[src/rtl/vram_arb_pkg.sv]
// Shared definitions for the VRAM read-port arbiter: channel ids, starve-bit
// indices and the tag record carried alongside each in-flight read.
package vram_arb_pkg;

   typedef logic [1:0] chan_id_t;

   localparam chan_id_t VID = 2'd0;
   localparam chan_id_t SPR = 2'd1;
   localparam chan_id_t AUX = 2'd2;

   localparam int unsigned NUM_CH     = 3;
   localparam int unsigned STARVE_VID = 0;
   localparam int unsigned STARVE_SPR = 1;
   localparam int unsigned STARVE_AUX = 2;

   typedef struct packed {
      logic     valid;
      chan_id_t id;
   } tag_t;

endpackage

[src/rtl/vram_tag_pipe.sv]
// Fixed-depth shift register that carries {valid, channel id} of each granted
// read so the return can be steered to its requester.
module vram_tag_pipe
   import vram_arb_pkg::*;
#(
   parameter int unsigned DEPTH = 1
) (
   input  logic clk,
   input  logic rst_n,
   input  tag_t tag_in,
   output tag_t tag_out
);

   tag_t [DEPTH-1:0] stage_q;
   tag_t [DEPTH-1:0] stage_d;

   always_comb begin
      stage_d    = stage_q;
      stage_d[0] = tag_in;
      for (int unsigned i = 1; i < DEPTH; i++) begin
         stage_d[i] = stage_q[i-1];
      end
   end

   always_ff @(posedge clk or negedge rst_n) begin
      if (!rst_n) begin
         stage_q <= '0;
      end else begin
         stage_q <= stage_d;
      end
   end

   assign tag_out = stage_q[DEPTH-1];

endmodule

[src/rtl/vram_arbiter.sv]
// Three-channel read arbiter for the shared VRAM port: video has absolute
// priority, sprite/aux alternate, returns are steered back via a tag pipeline.
module vram_arbiter
   import vram_arb_pkg::*;
#(
   parameter int unsigned AW           = 16,
   parameter int unsigned DW           = 8,
   parameter int unsigned MEM_LATENCY  = 1,
   parameter int unsigned STARVE_LIMIT = 64
) (
   input  logic          clk_pixel,
   input  logic          nreset,
   input  logic          vid_req,
   input  logic [AW-1:0] vid_addr,
   output logic          vid_gnt,
   output logic          vid_rvalid,
   input  logic          spr_req,
   input  logic [AW-1:0] spr_addr,
   output logic          spr_gnt,
   output logic          spr_rvalid,
   input  logic          aux_req,
   input  logic [AW-1:0] aux_addr,
   output logic          aux_gnt,
   output logic          aux_rvalid,
   output logic [DW-1:0] rdata,
   output logic          mem_en,
   output logic [AW-1:0] mem_addr,
   input  logic [DW-1:0] mem_din,
   output logic [2:0]    starve
);

   localparam int unsigned CW = $clog2(STARVE_LIMIT + 1);

   logic [NUM_CH-1:0]          req;
   logic [NUM_CH-1:0]          gnt;
   chan_id_t                   win_id;
   logic [AW-1:0]              win_addr;
   logic                       rr_q, rr_d;
   logic [AW-1:0]              addr_q, addr_d;
   logic [NUM_CH-1:0][CW-1:0]  wcnt_q, wcnt_d;
   logic [NUM_CH-1:0]          starve_q, starve_d;
   tag_t                       tag_in, tag_out;

   assign req = {aux_req, spr_req, vid_req};

   // Grants are gated by nreset so nothing is issued while reset is held.
   always_comb begin
      gnt      = '0;
      win_id   = VID;
      win_addr = vid_addr;
      if (nreset) begin
         if (vid_req) begin
            gnt[VID] = 1'b1;
         end else if (spr_req && (!aux_req || !rr_q)) begin
            gnt[SPR] = 1'b1;
            win_id   = SPR;
            win_addr = spr_addr;
         end else if (aux_req) begin
            gnt[AUX] = 1'b1;
            win_id   = AUX;
            win_addr = aux_addr;
         end
      end
   end

   always_comb begin
      rr_d = rr_q;
      if (gnt[SPR]) begin
         rr_d = 1'b1;
      end else if (gnt[AUX]) begin
         rr_d = 1'b0;
      end
      addr_d   = (|gnt) ? win_addr : addr_q;
      wcnt_d   = '0;
      starve_d = starve_q;
      for (int unsigned i = 0; i < NUM_CH; i++) begin
         if (req[i] && !gnt[i]) begin
            wcnt_d[i] = (wcnt_q[i] == CW'(STARVE_LIMIT)) ? wcnt_q[i] : wcnt_q[i] + 1'b1;
         end
         if (wcnt_d[i] == CW'(STARVE_LIMIT)) begin
            starve_d[i] = 1'b1;
         end
      end
   end

   always_ff @(posedge clk_pixel or negedge nreset) begin
      if (!nreset) begin
         rr_q     <= 1'b0;
         addr_q   <= '0;
         wcnt_q   <= '0;
         starve_q <= '0;
      end else begin
         rr_q     <= rr_d;
         addr_q   <= addr_d;
         wcnt_q   <= wcnt_d;
         starve_q <= starve_d;
      end
   end

   assign tag_in = '{valid: |gnt, id: win_id};

   vram_tag_pipe #(
      .DEPTH (MEM_LATENCY)
   ) u_tag_pipe (
      .clk     (clk_pixel),
      .rst_n   (nreset),
      .tag_in  (tag_in),
      .tag_out (tag_out)
   );

   assign vid_gnt    = gnt[VID];
   assign spr_gnt    = gnt[SPR];
   assign aux_gnt    = gnt[AUX];
   assign mem_en     = |gnt;
   assign mem_addr   = addr_d;
   assign vid_rvalid = tag_out.valid && (tag_out.id == VID);
   assign spr_rvalid = tag_out.valid && (tag_out.id == SPR);
   assign aux_rvalid = tag_out.valid && (tag_out.id == AUX);
   assign rdata      = tag_out.valid ? mem_din : '0;
   assign starve     = starve_q;

endmodule
[config.mk]
export PLATFORM = sky130hd
export DESIGN_NAME = vram_arbiter
export DESIGN_NICKNAME = d
export VERILOG_FILES = /design/src/rtl/vram_arb_pkg.sv /design/src/rtl/vram_tag_pipe.sv /design/src/rtl/vram_arbiter.sv
export SDC_FILE = /design/constraint.sdc
export NUM_CORES = 1
export LEC_CHECK = 0
export CORE_ASPECT_RATIO = 1.75
export CORE_MARGIN = 2
export CORE_UTILIZATION = 41
export CTS_CLUSTER_DIAMETER = 150
export DETAILED_ROUTE_END_ITERATION = 7
export HOLD_SLACK_MARGIN = 0.03
export PLACE_DENSITY = 0.81
export SLEW_MARGIN = 0
export SYNTH_ARGS = -nofsm -noshare
export SYNTH_HDL_FRONTEND = slang
export SYNTH_SLANG_ARGS = --single-unit
[constraint.sdc]
create_clock -name clk_pixel -period 1.95 [get_ports clk_pixel]
set_clock_uncertainty 0.15 [all_clocks]
set_input_delay 0.195 -clock clk_pixel [delete_from_list [all_inputs] [get_ports clk_pixel]]
set_output_delay 0.195 -clock clk_pixel [all_outputs]
set_load 0.03 [all_outputs]
==> impl_metrics.csv <==
group,metric,value,unit
run_status,status,"finished with violations",
run_status,violations,"negative setup slack",
worst_setup_path,worstSetupPathType,"flop to output pin",
power_and_ir_drop,comb_power_share,0.344,
routing,vias,2927,
worst_setup_path,worstSetupStartpointType,"flop",
hold_path,hold_path_class,"input pin to async pin",
clocking,clkTransAtPathRegs,60,ps
global_routing,grt_pass1_vias,3082,
layout,fin_area,4560,µm²
power_and_ir_drop,p_int,2.10,mW
global_routing,grt_usage,0.254,
layout,final_common_cell,"clkdlybuf4s50_1",
synth,synthTopCellsByArea,"dfrtp_1 41%, nor2_1 5.2%, o31ai_1 4.8%, a211oi_1 4.5%, and3_1 4.2%",
clocking,cts_buffer_depth,2,
worst_setup_path,path_max_fanout,7,
layout,final_layout_size_suffix_gt1_frac,0.290,
global_routing,grt_pass1_wl,14200,µm
synth,syn_area,2680,µm²
routing,drc,0,
global_routing,grt-ovfl-total,0,
sta,fin_crit_sh,1.16,
routing,antenna_left,0,
synth,synth_seq_area_share,0.411,
clocking,ctsRootBufferMaster,"clkbuf_16",
global_routing,antenna_found_initial,0,
routing,wl_per_cell,17.7,µm
synth,async_reset_ff_frac,1.00,
synth,syn_inst,301,
sta,fmax,443,MHz
synth,synth_top_area_cell,"dfrtp_1",
floorplan,core_region_area,6440,µm²
sta,relSlewSlack,0.507,
sta,setup_violations,16,
run,max-cap-violations,0,
synth,yosysUniqueCellTypes,47,
sta,whs,32.7,ps
synth,avgSynthCellArea,8.91,µm²
synth,synth_edf_count,0,
sta,worst_pin_slew,737,ps
floorplan,ios,95,
layout,final_cell_mix,"60 x clkdlybuf4s50_1, 51 x buf_4, 40 x dfrtp_1",
floorplan,dieArea,7230,µm²
power_and_ir_drop,vdd_ir_drop_max,0.512,mV
floorplan,die_h,111,µm
clocking,cts_tree,"done",
power_and_ir_drop,leakage,2.04,nW
global_routing,grt_max_degree,20,
placed_design,place_congestion,0.874,
layout,fill_cells,489,
power_and_ir_drop,p_per_area,667,nW/µm²
power_and_ir_drop,switchingPower,0.940,mW
sta,drv_slew,0,
placed_design,dpl-instance-area,4070,µm²
worst_setup_path,critPathRequiredTime,1600,ps
routing,routed_wl,9250,µm
clocking,htree_levels,2,
routing,drt_first_pass_iters,4,
sta,rsz0062_at_grt,"yes",
power_and_ir_drop,seq_power_share,0.345,
floorplan,start_util,0.416,
floorplan,core.rowCount,39,
synth,ys_warn_count,0,
sta,setup_ws,-310,ps
routing,via_per_inst,5.60,
worst_setup_path,cp-end-kind,"output pin",
synth,synth_nets,368,
worst_setup_path,cp_data_arrival_time,1910,ps
clocking,cts_buffers,5,
synth,yosysTopAreaCellShare,0.411,
synth,synth_flop_cell,"dfrtp_1",
layout,nNetsFinal,507,
power_and_ir_drop,p_clk_frac,0.311,
layout,antennaDiodeCount,0,
power_and_ir_drop,switching_share,0.309,
routing,drt_iter0_markers,150,
placed_design,dp_hpwl,6240,µm
layout,area.growth.synth_to_final,70.1,%
floorplan,fp.dieW,65.1,µm
synth,ys_ff_latch,44,
sta,hold_viol_final,0,
placed_design,numPortBuffers,94,
clocking,clock_latency,280,ps
sta,finalCriticalPeriod,2260,ps
clocking,clkSinkCount,44,
sta,setup_tns,-2700,ps
worst_setup_path,worstRegToRegCells,5,
-- Yosys cell counts (2+ instances only) --
| library cell | instances |
|---|---|
| o211ai_1 | 2 |
| nand3b_1 | 3 |
| inv_1 | 11 |
| nand2b_1 | 3 |
| o21ai_0 | 5 |
| nand2_1 | 9 |
| xnor2_1 | 8 |
| dfrtp_1 | 44 |
| nor3_1 | 7 |
| or4_1 | 2 |
| nand3_1 | 9 |
| a21oi_1 | 22 |
| nor2_1 | 37 |
| xor2_1 | 7 |
| nor2b_1 | 18 |
| and2_1 | 9 |
| or3_1 | 3 |
| a211oi_1 | 16 |
| o31ai_1 | 17 |
| and3_1 | 18 |
| mux2i_1 | 3 |
| clkbuf_1 | 8 |
| or2_2 | 4 |
| nor3b_1 | 2 |
| ha_1 | 6 |
| a31o_1 | 2 |
| buf_2 | 6 |
-- timing repair --
action / 4_1_cts / 5_1_grt
gates resized for setup: 38 / 30
pin swaps: 5 / 10
hold endpoints to repair: 25 / 0
buffers inserted: 1 / 9
gates cloned: 2 / 0
hold buffers: 3 / 0
endpoints found under the setup margin: 20 / 26
-- per-stage QoR --
| stage | utilization | power [mW] | setup slack [ps] | instances |
|---|---|---|---|---|
| after floorplan | - | 1.54 | -129 | 301 |
| after global placement | 0.632 | 1.92 | -303 | 506 |
| after detailed placement | 0.632 | 1.95 | -343 | 506 |
| after CTS | 0.685 | 2.97 | -165 | 519 |
| after global routing | 0.708 | 3.16 | -298 | 523 |
| final | 0.708 | 3.04 | -310 | 523 |
-- cell families (layout without fill, tap and decap cells) --
group	Yosys count	in the layout	synth area share
compound gates	76	77	0.192
mux	3	3	0.0112
xor+xnor	15	15	0.0490
fa+ha+maj	6	6	0.0280
flops	44	44	0.411
buf+inv	26	165	0.0420
simple gates	131	131	0.267
-- area by class of cell --
class	instances	area, µm²	area share
multi-input combinational	232	1790	0.391
timing repair buffer	146	1360	0.298
sequential	44	1110	0.243
clock buffer	6	129	0.0283
tap	82	103	0.0225
inverter	11	41.3	0.00905
clock inverter	2	35.0	0.00768
-- registers in the layout, summed over array words and instances, names as in the netlist --
signal	flops
addr_q	16
rr_q	1
starve	3
u_tag_pipe.tag_out	3
wcnt_q	21
-- power by group through the flow --
stage | combinational [mW] | clock [mW] | sequential [mW]
final | 1.05 | 0.945 | 1.05
after detailed placement | 0.895 | 0 | 1.06
after floorplan | 0.499 | 0 | 1.04
after global routing | 1.11 | 0.996 | 1.06
after global placement | 0.875 | 0 | 1.05
after CTS | 0.973 | 0.957 | 1.04
-- final timing paths --
check                      slack, ps        from               endpoint
max                             -310        rr_q           mem_addr[15]
min                               30      nreset  u_tag_pipe.tag_out[2]
max reg2reg                       30  wcnt_q[14]              starve[2]
min reg2reg                      310   starve[1]              starve[1]
max in group asynchronous        520      nreset              addr_q[2]
min in group clk_pixel           210      nreset  u_tag_pipe.tag_out[0]
-- worst max-delay path, cell delays in order (launching register included) --
cell and delay, ps:
dfrtp_2 450, and2_4 160, nor2b_4 160, buf_6 170, a211oi_1 110, o31ai_2 340
buf_4 240
-- layer usage --
metal  wire [µm]  GRT usage  share of wire
met2        5270      0.486           0.57
met3         542     0.0497          0.059
met1        3080      0.255           0.33
met4         359      0.110          0.039
met5           0          0              0
(Power assumes the default switching activity.)
